[src/rtl/instruction_encoder.sv]
// RV64 R/I/S/SB instruction packer with word-address tagging and an output FIFO.
// Optional immediate range check/drop enabled by defining IMM_RANGE_CHECK_EN.
module instruction_encoder #(
    parameter int                DEPTH     = 2,
    parameter int                ADDR_W    = 64,
    parameter logic [ADDR_W-1:0] BASE_ADDR = '0
) (
    input  logic               clk,
    input  logic               reset,
    input  logic               clear,
    input  logic               in_valid,
    output logic               in_ready,
    input  logic [1:0]         fmt,
    input  logic [4:0]         rd,
    input  logic [4:0]         rs1,
    input  logic [4:0]         rs2,
    input  logic [2:0]         funct3,
    input  logic [6:0]         funct7,
    input  logic signed [63:0] imm,
    output logic               out_valid,
    input  logic               out_ready,
    output logic [31:0]        out_instr,
    output logic [ADDR_W-1:0]  out_addr,
    output logic               err_imm
);

    localparam int PTR_W = (DEPTH > 1) ? $clog2(DEPTH) : 1;
    localparam int CNT_W = $clog2(DEPTH + 1);
    localparam logic [CNT_W-1:0] FULL = CNT_W'(DEPTH);

    function automatic logic [31:0] encode(
        input logic [1:0]         f,
        input logic [4:0]         d,
        input logic [4:0]         s1,
        input logic [4:0]         s2,
        input logic [2:0]         f3,
        input logic [6:0]         f7,
        input logic signed [63:0] im
    );
        logic [31:0] w;
        w = '0;
        case (f)
            2'b00: w = {f7, s2, s1, f3, d, 7'b0110011};
            2'b01: w = {im[11:0], s1, f3, d, 7'b0000011};
            2'b10: w = {im[11:5], s2, s1, f3, im[4:0], 7'b0100011};
            default: w = {im[11], im[9:4], s2, s1, f3, im[3:0], im[10], 7'b1100011};
        endcase
        return w;
    endfunction

    logic [31:0]       instr_p0;
    logic              vld_p0;
    logic              keep_p0;
    logic              push;
    logic              pop;
    logic [31:0]       mem_instr [DEPTH];
    logic [ADDR_W-1:0] mem_addr  [DEPTH];
    logic [PTR_W-1:0]  wr_ptr;
    logic [PTR_W-1:0]  rd_ptr;
    logic [CNT_W-1:0]  count;
    logic [ADDR_W-1:0] addr_cnt;
    logic              err_q;

    // encode stage: combinational pack of the offered bundle
    assign instr_p0 = encode(fmt, rd, rs1, rs2, funct3, funct7, imm);
    assign in_ready = (count != FULL) && !clear;
    assign vld_p0   = in_valid && in_ready;

`ifdef IMM_RANGE_CHECK_EN
    function automatic logic imm_fits12(input logic signed [63:0] im);
        return (&im[63:11]) || !(|im[63:11]);
    endfunction

    logic bad_p0;
    assign bad_p0  = (fmt != 2'b00) && !imm_fits12(imm);
    assign keep_p0 = !bad_p0;

    always_ff @(posedge clk) begin
        if (reset || clear)
            err_q <= 1'b0;
        else if (vld_p0 && bad_p0)
            err_q <= 1'b1;
    end
`else
    logic unused_imm_hi;
    assign unused_imm_hi = ^imm[63:12];
    assign keep_p0 = 1'b1;

    always_ff @(posedge clk) begin
        err_q <= 1'b0;
    end
`endif

    assign push = vld_p0 && keep_p0;
    assign pop  = out_valid && out_ready;

    // FIFO stage: storage is not reset; emptiness is tracked by count alone
    always_ff @(posedge clk) begin
        if (push) begin
            mem_instr[wr_ptr] <= instr_p0;
            mem_addr[wr_ptr]  <= addr_cnt;
        end
    end

    always_ff @(posedge clk) begin
        if (reset || clear) begin
            wr_ptr   <= '0;
            rd_ptr   <= '0;
            count    <= '0;
            addr_cnt <= BASE_ADDR;
        end else begin
            if (push) begin
                wr_ptr   <= wr_ptr + 1'b1;
                addr_cnt <= addr_cnt + ADDR_W'(4);
            end
            if (pop)
                rd_ptr <= rd_ptr + 1'b1;
            case ({push, pop})
                2'b10:   count <= count + 1'b1;
                2'b01:   count <= count - 1'b1;
                default: count <= count;
            endcase
        end
    end

    assign out_valid = (count != '0);
    assign out_instr = out_valid ? mem_instr[rd_ptr] : '0;
    assign out_addr  = out_valid ? mem_addr[rd_ptr]  : '0;
    assign err_imm   = err_q;

endmodule

[config.mk]
export PLATFORM = sky130hd
export DESIGN_NAME = instruction_encoder
export DESIGN_NICKNAME = d
export VERILOG_FILES = /design/src/rtl/instruction_encoder.sv
export SDC_FILE = /design/constraint.sdc
export NUM_CORES = 1
export LEC_CHECK = 0
export CORE_MARGIN = 5
export CORE_UTILIZATION = 52
export DETAILED_ROUTE_END_ITERATION = 12
export MAX_ROUTING_LAYER = met4
export PLACE_DENSITY = 0.79
export SETUP_SLACK_MARGIN = 0.4
export SLEW_MARGIN = 15
export SYNTH_ARGS = -nofsm -noshare
export SYNTH_HDL_FRONTEND = slang
export SYNTH_SLANG_ARGS = --single-unit
export TNS_END_PERCENT = 50
[constraint.sdc]
create_clock -name clk -period 7.8 [get_ports clk]
set_input_delay 0.78 -clock clk [delete_from_list [all_inputs] [get_ports clk]]
set_output_delay 0.78 -clock clk [all_outputs]
set_load 0.01 [all_outputs]
# ---- Word level (Yosys, flattened, before mapping)
# Memory sizes are Yosys's and may differ from the RTL's. A register that Yosys moved wholly into a read port is not among the register bits.
# Cells that the tools add are included.
# W data, S select, Z words.
dict set report word_totals {
  word_cells 34
  memories 2
  in_bits 96
  reg_bits 68
  ramBits 192
}
dict set report classes {
  eq_ne 5
  n_mux 10
  n_reduce_logical 8
  add_sub_neg 5
}
# memory words width rd rd_clocked_by_memory_dff wr line
set memory_table {}
lappend memory_table {mem_addr 2 64 1 1 1 57} ;# logic [ADDR_W-1:0] mem_addr [DEPTH];
lappend memory_table {mem_instr 2 32 1 1 1 56} ;# logic [31:0] mem_instr [DEPTH];
# op count
set ops {}
lappend ops {{$pmux W32 S3} 1}
lappend ops {{$add A64 B3 Y64 const B} 1}
lappend ops {{$mux W64} 1}
lappend ops {{$mux W32} 1}
lappend ops {{$mux W1} 6}
lappend ops {{$eq A2 B1 Y1 const B} 2}
lappend ops {{$eq A2 B2 Y1 const B} 2}
lappend ops {{$pmux W2 S2} 1}
lappend ops {{$reduce_bool A2 Y1} 2}
lappend ops {{$logic_and A1 B1 Y1} 3}
lappend ops {{$add A1 B1 Y1 const B} 2}
lappend ops {{$add A2 B1 Y2 const B} 1}
lappend ops {{$logic_not A2 Y1} 1}
lappend ops {{$ne A2 B2 Y1 const B} 1}
lappend ops {{$sub A2 B1 Y2 const B} 1}
lappend ops {{$logic_not A1 Y1} 1}
lappend ops {{$logic_or A1 B1 Y1} 1}

# ---- Depth between registers and ports, before layout
# Gate-level depths: netlist of the first run.
dict set report logic_depth {
  depth_word 5
  mapped_depth 8
}

# ---- Worst setup path before layout of the first run
# Ideal clock, no wire load.
dict set report synth_path {
  path_type {input-to-reg}
  start {input clear}
  end {memory mem_addr[0][10], enable pin}
  path_buffers 0
  cell_stages 4
  t_required_ns 7.261
  path_slack_ns 2.150
  setup_time_ns 0.539
  t_arrival_ns 5.111
  path_cell_list {nand2b_1 > nor2_1 > inv_1 > nor2_1}
}
dict set report synth_between {
  elab_chain_len 5
}
# element line
set synth_rtl {}
lappend synth_rtl {{from (decl)} 10} ;# input logic clear,
lappend synth_rtl {{$logic_not A1 Y1} 66} ;# assign in_ready = (count != FULL) && !clear;
lappend synth_rtl {{$logic_and A1 B1 Y1} 66}
lappend synth_rtl {{$logic_and A1 B1 Y1} 67} ;# assign vld_p0 = in_valid && in_ready;
lappend synth_rtl {{$mux W1} 99} ;# if (push) begin
lappend synth_rtl {{$mux W1 (not written as such)} 101} ;# mem_addr[wr_ptr] <= addr_cnt;
lappend synth_rtl {{to (decl)} 57}
# No other way between the ends.

# ---- Worst setup path in the final report of the first run
dict set report layout_path {
  start {input clear}
  end {memory mem_addr[0][53], enable pin}
}
# Same word-level chain as after synthesis.

==> results.md, run 1 <==
* Routability congestion estimate at 0.8703
* Nets@finish at 1072
* VDD IR max at 0.1504 mV
* Status: complete, no violations
* Most frequent cells in the layout: edfxtp_1 (180), clkdlybuf4s50_1 (137), nor2_1 (136)
* Total global-route track usage at 19.15%
* Final setup TNS at 0 ps
* HPWL after detailed placement at 14430 µm
* Vias in the first global route at 6954
* Fin cells at 1257
* CTS Sinks at 247
* Footprint of the multi-input gates at 3481 µm²
* Area contributors post-synth: edfxtp_1 (52%), dfxtp_1 (13%), mux2i_1 (9.8%)
* H-tree Lvls at 1
* CP Capture Type: flop
* Yosys top cell area share at 51.67%
* Root Buffer: clkbuf_16
* CTS Hold Bufs at 0
* Worst slew pin tran at 1041 ps
* CTS tree: done
* Synth Cell Area at 10460 µm²
* Synth unique cells at 46
* Pins over their slew limit at 0
* Slew headroom at 30.60%
* Most common flop cell mapped by yosys: edfxtp_1
* CP max FO at 57
* Antenna violations before repair at 0
* LEAKAGE at 3.943 nW
* WL/cell at 17.67 µm
* Worst setup SP type: primary input
* Register area at 6750 µm²
* Fill count at 1468
* DRT antenna net count at 0
* Die height at 151.8 µm
* Setup violations, final at 0
* Via-to-Cell Ratio at 5.636
* Port bufs at 137
* Max Cap Viol at 0
* Highest clock rate at 259.1 MHz
* Post-synthesis async set-or-reset flop share at 0%
* Layout area overhead at 22.34%
* Final hold viol count at 0
* Total power at 2.687 mW
* Width of the die at 151.8 µm
* Critical path class: primary input to flop
* CTS buffer count at 25
* CP Buf/Inv Count at 3
* Synth Register Bits at 247
* Longest Clk Path Bufs at 3
* Ys Warns at 0
* Post-Syn Instances at 848
* Avg Cell Area, Syn at 12.34 µm²
* Worst EP required at 7950 ps
* Slowest stage delay, CP at 780 ps
* Critical Path Slowest Stage Cell: nor2_4
* Unrepaired setup endpoints after global routing: false
* Largest area contributor in the netlist: edfxtp_1
* DR iter-0 viols at 411
* Hold slack at 490.7 ps
* Share of cells above drive strength 1 at 6.149%
* WP data arrival at 4010 ps
* Pin count of the biggest net entering global routing at 66
* Vias at 7085
* Clock transition at the registers of the reported paths at 60 ps
* First-pass GRT wire length at 36070 µm
* Clock latency on the worst-skew pair at 520 ps
* Worst Hold Class: flop to flop
* Post-CTS setup buffers at 0
* Ant. Diodes at 0
* Post-synthesis sequential area ratio at 64.49%
* Commonest non-fill, non-tap cell in the layout: edfxtp_1
* Final wirelength at 22220 µm
* Starting Density at 53.23%
* Delay-heaviest family, CP: buffers and inverters
* Post-layout util at 65.12%
* Number of remaining DRC errors at 0
* # rows at 51
* Core Area at 19650 µm²
* Post-synth EDFFs at 180
* Reg2reg path depth at 5
* Dpl cells at 1212
* Io pins at 195
* 1st-pass router iterations at 5
* Post-CTS sizing at 0
* CP Depth at 6
* Crit path cell chain: clkdlybuf4s50_1 > nand2b_1 > nor2_1 > inv_1 > nor2_4 > buf_4
* Total congestion overflow at 0
* Die area at 23050 µm²
* Pwr Density at 209.9 nW/µm²
* WHS Path Cells at 0
* Final Skew at 11.50 ps
* Period minus WS final at 3860 ps
* Period utilization at 49.49%
==> routing by layer <==
layer	global-route usage, %	vias up	wire, µm
met3	3.408	40	1272
met5	-	-	0
li1	-	3378	-
met1	25.46	3441	10080
met2	30.95	226	10500
met4	4.709	0	363
==> layout make-up <==
cell class / instances / area share, %
clock buffer: 34 / 5.308
clock inverter: 11 / 0.6257
inverter: 12 / 0.3519
multi-input combinational: 543 / 27.20
sequential: 247 / 52.74
tap: 265 / 2.591
timing repair buffer: 145 / 11.18
==> stage by stage <==
stage / setup WS (ps) / instance area (µm²)
2_1_floorplan: 2150 / 10480
3_3_place_gp: 3444 / 12040
3_5_place_dp: 3354 / 12040
4_1_cts: 3890 / 12800
5_1_grt: 3693 / 12800
6_report: 3940 / 12800
==> kinds of logic after synthesis <==
logic type                 Yosys count  synth area share, %
xor gates and xnor gates            28                2.344
AOI/OAI and AO/OA                   83                5.071
muxes                              109                10.51
other                                1              0.03585
and+or+nand+nor                    316                14.76
DFF                                247                64.49
adders and majority gates            2               0.2392
buffers and inverters               62                2.547
==> flip-flops by register name, summed over array words and instances (netlist names), named ones only <==
name / count
addr_cnt: 62
count: 2
mem_addr: 124
mem_instr: 56
rd_ptr: 1
wr_ptr: 1
==> power breakdown <==
part	switching, mW	internal [mW]	leakage, nW
Combinational	0.0784	0.0671	1.41
Clock	0.467	0.641	0.374
Sequential	0.00743	1.43	2.16
Total	0.552	2.13	3.94
==> worst register-to-register path, stage by stage (launching register included) <==
cell and delay [ps]:
dfxtp_1 450, nor2b_1 200, nor2_1 410, inv_1 180
nor2_4 780, buf_4 770
==> synth_stat cells (2+ instances only) <==
cell type,n
edfxtp_1,180
nor2_1,138
mux2i_1,102
dfxtp_1,67
nand2_1,45
clkbuf_1,31
a21oi_1,27
nand3_1,24
or3_1,22
o21ai_0,20
nand4_1,18
xor2_1,17
inv_1,12
nor4_1,12
buf_1,11
xnor2_1,11
nor3_1,9
or4_1,9
and3_1,8
and4_1,8
buf_4,7
mux2_2,7
nand2b_1,7
o41ai_1,7
and2_1,6
o211ai_1,6
o31ai_1,6
o311ai_0,5
a31oi_1,3
a41o_1,3
a31o_2,2
ha_1,2
nor2b_1,2
or4_4,2
==> final timing paths <==
kind                                to  slack, ps                 startpoint
max          mem_addr[0][53]$_DFFE_PP_       3940                      clear
min          mem_addr[0][15]$_DFFE_PP_        490  addr_cnt[15]$_SDFFE_PP0P_
max reg2reg  mem_addr[0][53]$_DFFE_PP_       4610      count[0]$_SDFFE_PP0P_
min reg2reg  mem_addr[0][15]$_DFFE_PP_        490  addr_cnt[15]$_SDFFE_PP0P_
No activity file was read; power rests on OpenSTA's default activity.
==> inputs of run 2 (changes only) <==
--- a/config.mk
+++ b/config.mk
@@ -6,10 +6,10 @@
 export NUM_CORES = 1
 export LEC_CHECK = 0
 export CORE_MARGIN = 5
-export CORE_UTILIZATION = 52
+export CORE_UTILIZATION = 47
 export DETAILED_ROUTE_END_ITERATION = 12
 export MAX_ROUTING_LAYER = met4
-export PLACE_DENSITY = 0.79
+export PLACE_DENSITY = 0.75
 export SETUP_SLACK_MARGIN = 0.4
 export SLEW_MARGIN = 15
 export SYNTH_ARGS = -nofsm -noshare
==> constraint.sdc (replaced) <==
create_clock -name clk -period 3.3 [get_ports clk]
set_input_delay 0.33 -clock clk [delete_from_list [all_inputs] [get_ports clk]]
set_output_delay 0.33 -clock clk [all_outputs]
set_load 0.01 [all_outputs]
==> results.md, run 2 (synthesized netlist as in run 1, its figures left out) <==
* Status: complete, no violations
* Final wirelength at 22120 µm (-0.45%)
* Pwr Density at 502.6 nW/µm² (+140%)
* VDD IR max at 0.4100 mV (+170%)
* Clock latency on the worst-skew pair at 510 ps (about the same)
* Delay-heaviest family, CP: buffers and inverters
* Worst EP required at 2970 ps (-4980 ps)
* Dpl cells at 1241 (+2.4%)
* Layout area overhead at 24.67%
* Slowest stage delay, CP at 730 ps (-50 ps)
* Critical path class: flop to output pin
* Total global-route track usage at 17.48% (-1.7 points)
* Post-CTS sizing at 0 (unchanged)
* Period utilization at 83.59%
* Routability congestion estimate at 0.8310 (-4.5%)
* Highest clock rate at 362.5 MHz
* Hold path endpoint: mem_instr[1][19]$_DFFE_PP_
* Clock transition at the registers of the reported paths at 60 ps (about the same)
* DR iter-0 viols at 440 (+7.1%)
* Post-Layout Inst Area at 13040 µm² (+1.9%)
* WHS Path Cells at 1 (+1)
* CTS buffer count at 25 (unchanged)
* Most frequent cells in the layout: edfxtp_1 (180), clkdlybuf4s50_1 (137), nor2_1 (136)
* Placement Cell Area at 12210 µm² (+1.4%)
* CTS tree: done
* Nets@finish at 1086 (+1.3%)
* WL/cell at 17.18 µm (-2.8%)
* Fin worst setup slack at 541.6 ps (-3398 ps)
* Worst slew pin tran at 663.8 ps (-377.3 ps)
* Final setup TNS at 0 ps (unchanged)
* Pre-CTS setup slack at 478.4 ps (-2876 ps)
* Total power at 6.556 mW (+140%)
* # rows at 54 (+5.9%)
* Final hold viol count at 0 (unchanged)
* Die area at 25340 µm² (+9.9%)
* Top flop regs: mem_addr x124, addr_cnt x62, mem_instr x56
* CP max FO at 30 (-47%)
* Total congestion overflow at 0 (unchanged)
* Width of the die at 159.2 µm (+4.8%)
* WP data arrival at 2430 ps (-1580 ps)
* Ant. Diodes at 0 (unchanged)
* Max Cap Viol at 0 (unchanged)
* First-pass GRT wire length at 36090 µm (about the same)
* CP Buf/Inv Count at 2 (-1)
* Via-to-Cell Ratio at 5.451 (-3.3%)
* CP Capture Type: output pin
* Unrepaired setup endpoints after global routing: false
* Commonest non-fill, non-tap cell in the layout: edfxtp_1
* Post-layout util at 59.58% (-5.5 points)
* DRT antenna net count at 0 (unchanged)
* Hold slack at 400.6 ps (-90.12 ps)
* Starting Density at 47.79% (-5.4 points)
* Final Skew at 16.60 ps (+5.101 ps)
* Root Buffer: clkbuf_16
* Port bufs at 137 (unchanged)
* Pins over their slew limit at 0 (unchanged)
* H-tree Lvls at 1 (unchanged)
* Number of remaining DRC errors at 0 (unchanged)
* 1st-pass router iterations at 5 (unchanged)
* Post-CTS setup buffers at 0 (unchanged)
* Critical Path Slowest Stage Cell: dfxtp_4
* Io pins at 195 (unchanged)
* Vias at 7016 (-0.97%)
* Reg2Reg Capture Point: addr_cnt[38]$_SDFFE_PP0P_
* Reg2Reg Setup Slack at 660 ps (-3950 ps)
* Hold path startpoint: rs1[4]
* Vias in the first global route at 6891 (-0.91%)
* Slew headroom at 55.66% (+25 points)
* Number of flip-flops in the largest register at 124 (unchanged)
* Worst setup SP type: flop
* Top reg by flops: mem_addr
* Die height at 159.2 µm (+4.8%)
* Period minus WS final at 2758 ps
* Reg2reg path depth at 5 (unchanged)
* Fin cells at 1287 (+2.4%)
* LEAKAGE at 4.063 nW (+3.0%)
* HPWL after detailed placement at 14720 µm (+2.0%)
* CTS Hold Bufs at 0 (unchanged)
* RR Startpoint: addr_cnt[12]$_SDFFE_PP0P_
* Core Area at 21890 µm² (+11%)
* CTS Sinks at 247 (unchanged)
* Crit path cell chain: buf_12 > mux2i_1 > nor2_1 > clkdlybuf4s50_1
* Antenna violations before repair at 0 (unchanged)
* Longest Clk Path Bufs at 3 (unchanged)
* Pin count of the biggest net entering global routing at 57 (-14%)
* Worst Hold Class: primary input to flop
* Setup violations, final at 0 (unchanged)
* Share of cells above drive strength 1 at 7.845% (+1.7 points)
## run 2: cell type report
class,instances,area (µm²)
well taps,280,350.3
repair buffers,159,1587
inverters,12,45.04
clock inverters,14,147.6
fillers,1736,8848
clock buffers,32,681.9
flip-flops and latches,247,6750
multi-input cells,543,3481
## run 2: power breakdown
| group | internal, mW | switching [mW] | leakage, nW |
|---|---|---|---|
| combinational | 0.167 | 0.189 | 1.49 |
| clock | 1.69 | 1.12 | 0.410 |
| sequential | 3.37 | 0.0168 | 2.16 |
## run 2: routing by layer
metal	vias to the layer above	wire (µm)	GRT usage (%)
met1	3384	10250	24.32
met3	24	1219	2.951
met4	0	295	3.451
li1	3405	-	-
met2	203	10350	27.48
met5	-	0	-
## run 2: worst max-delay path by stage
| stage | end | cells after the start |
|---|---|---|
| 2_1_floorplan | mem_addr[1][10]$_DFFE_PP_ | 4 |
| 5_1_grt | out_addr[23] | 4 |
| 3_5_place_dp | addr_cnt[38]$_SDFFE_PP0P_ | 6 |
| 4_1_cts | out_addr[5] | 4 |
| 3_3_place_gp | addr_cnt[42]$_SDFFE_PP0P_ | 6 |
| 6_report | out_addr[23] | 4 |
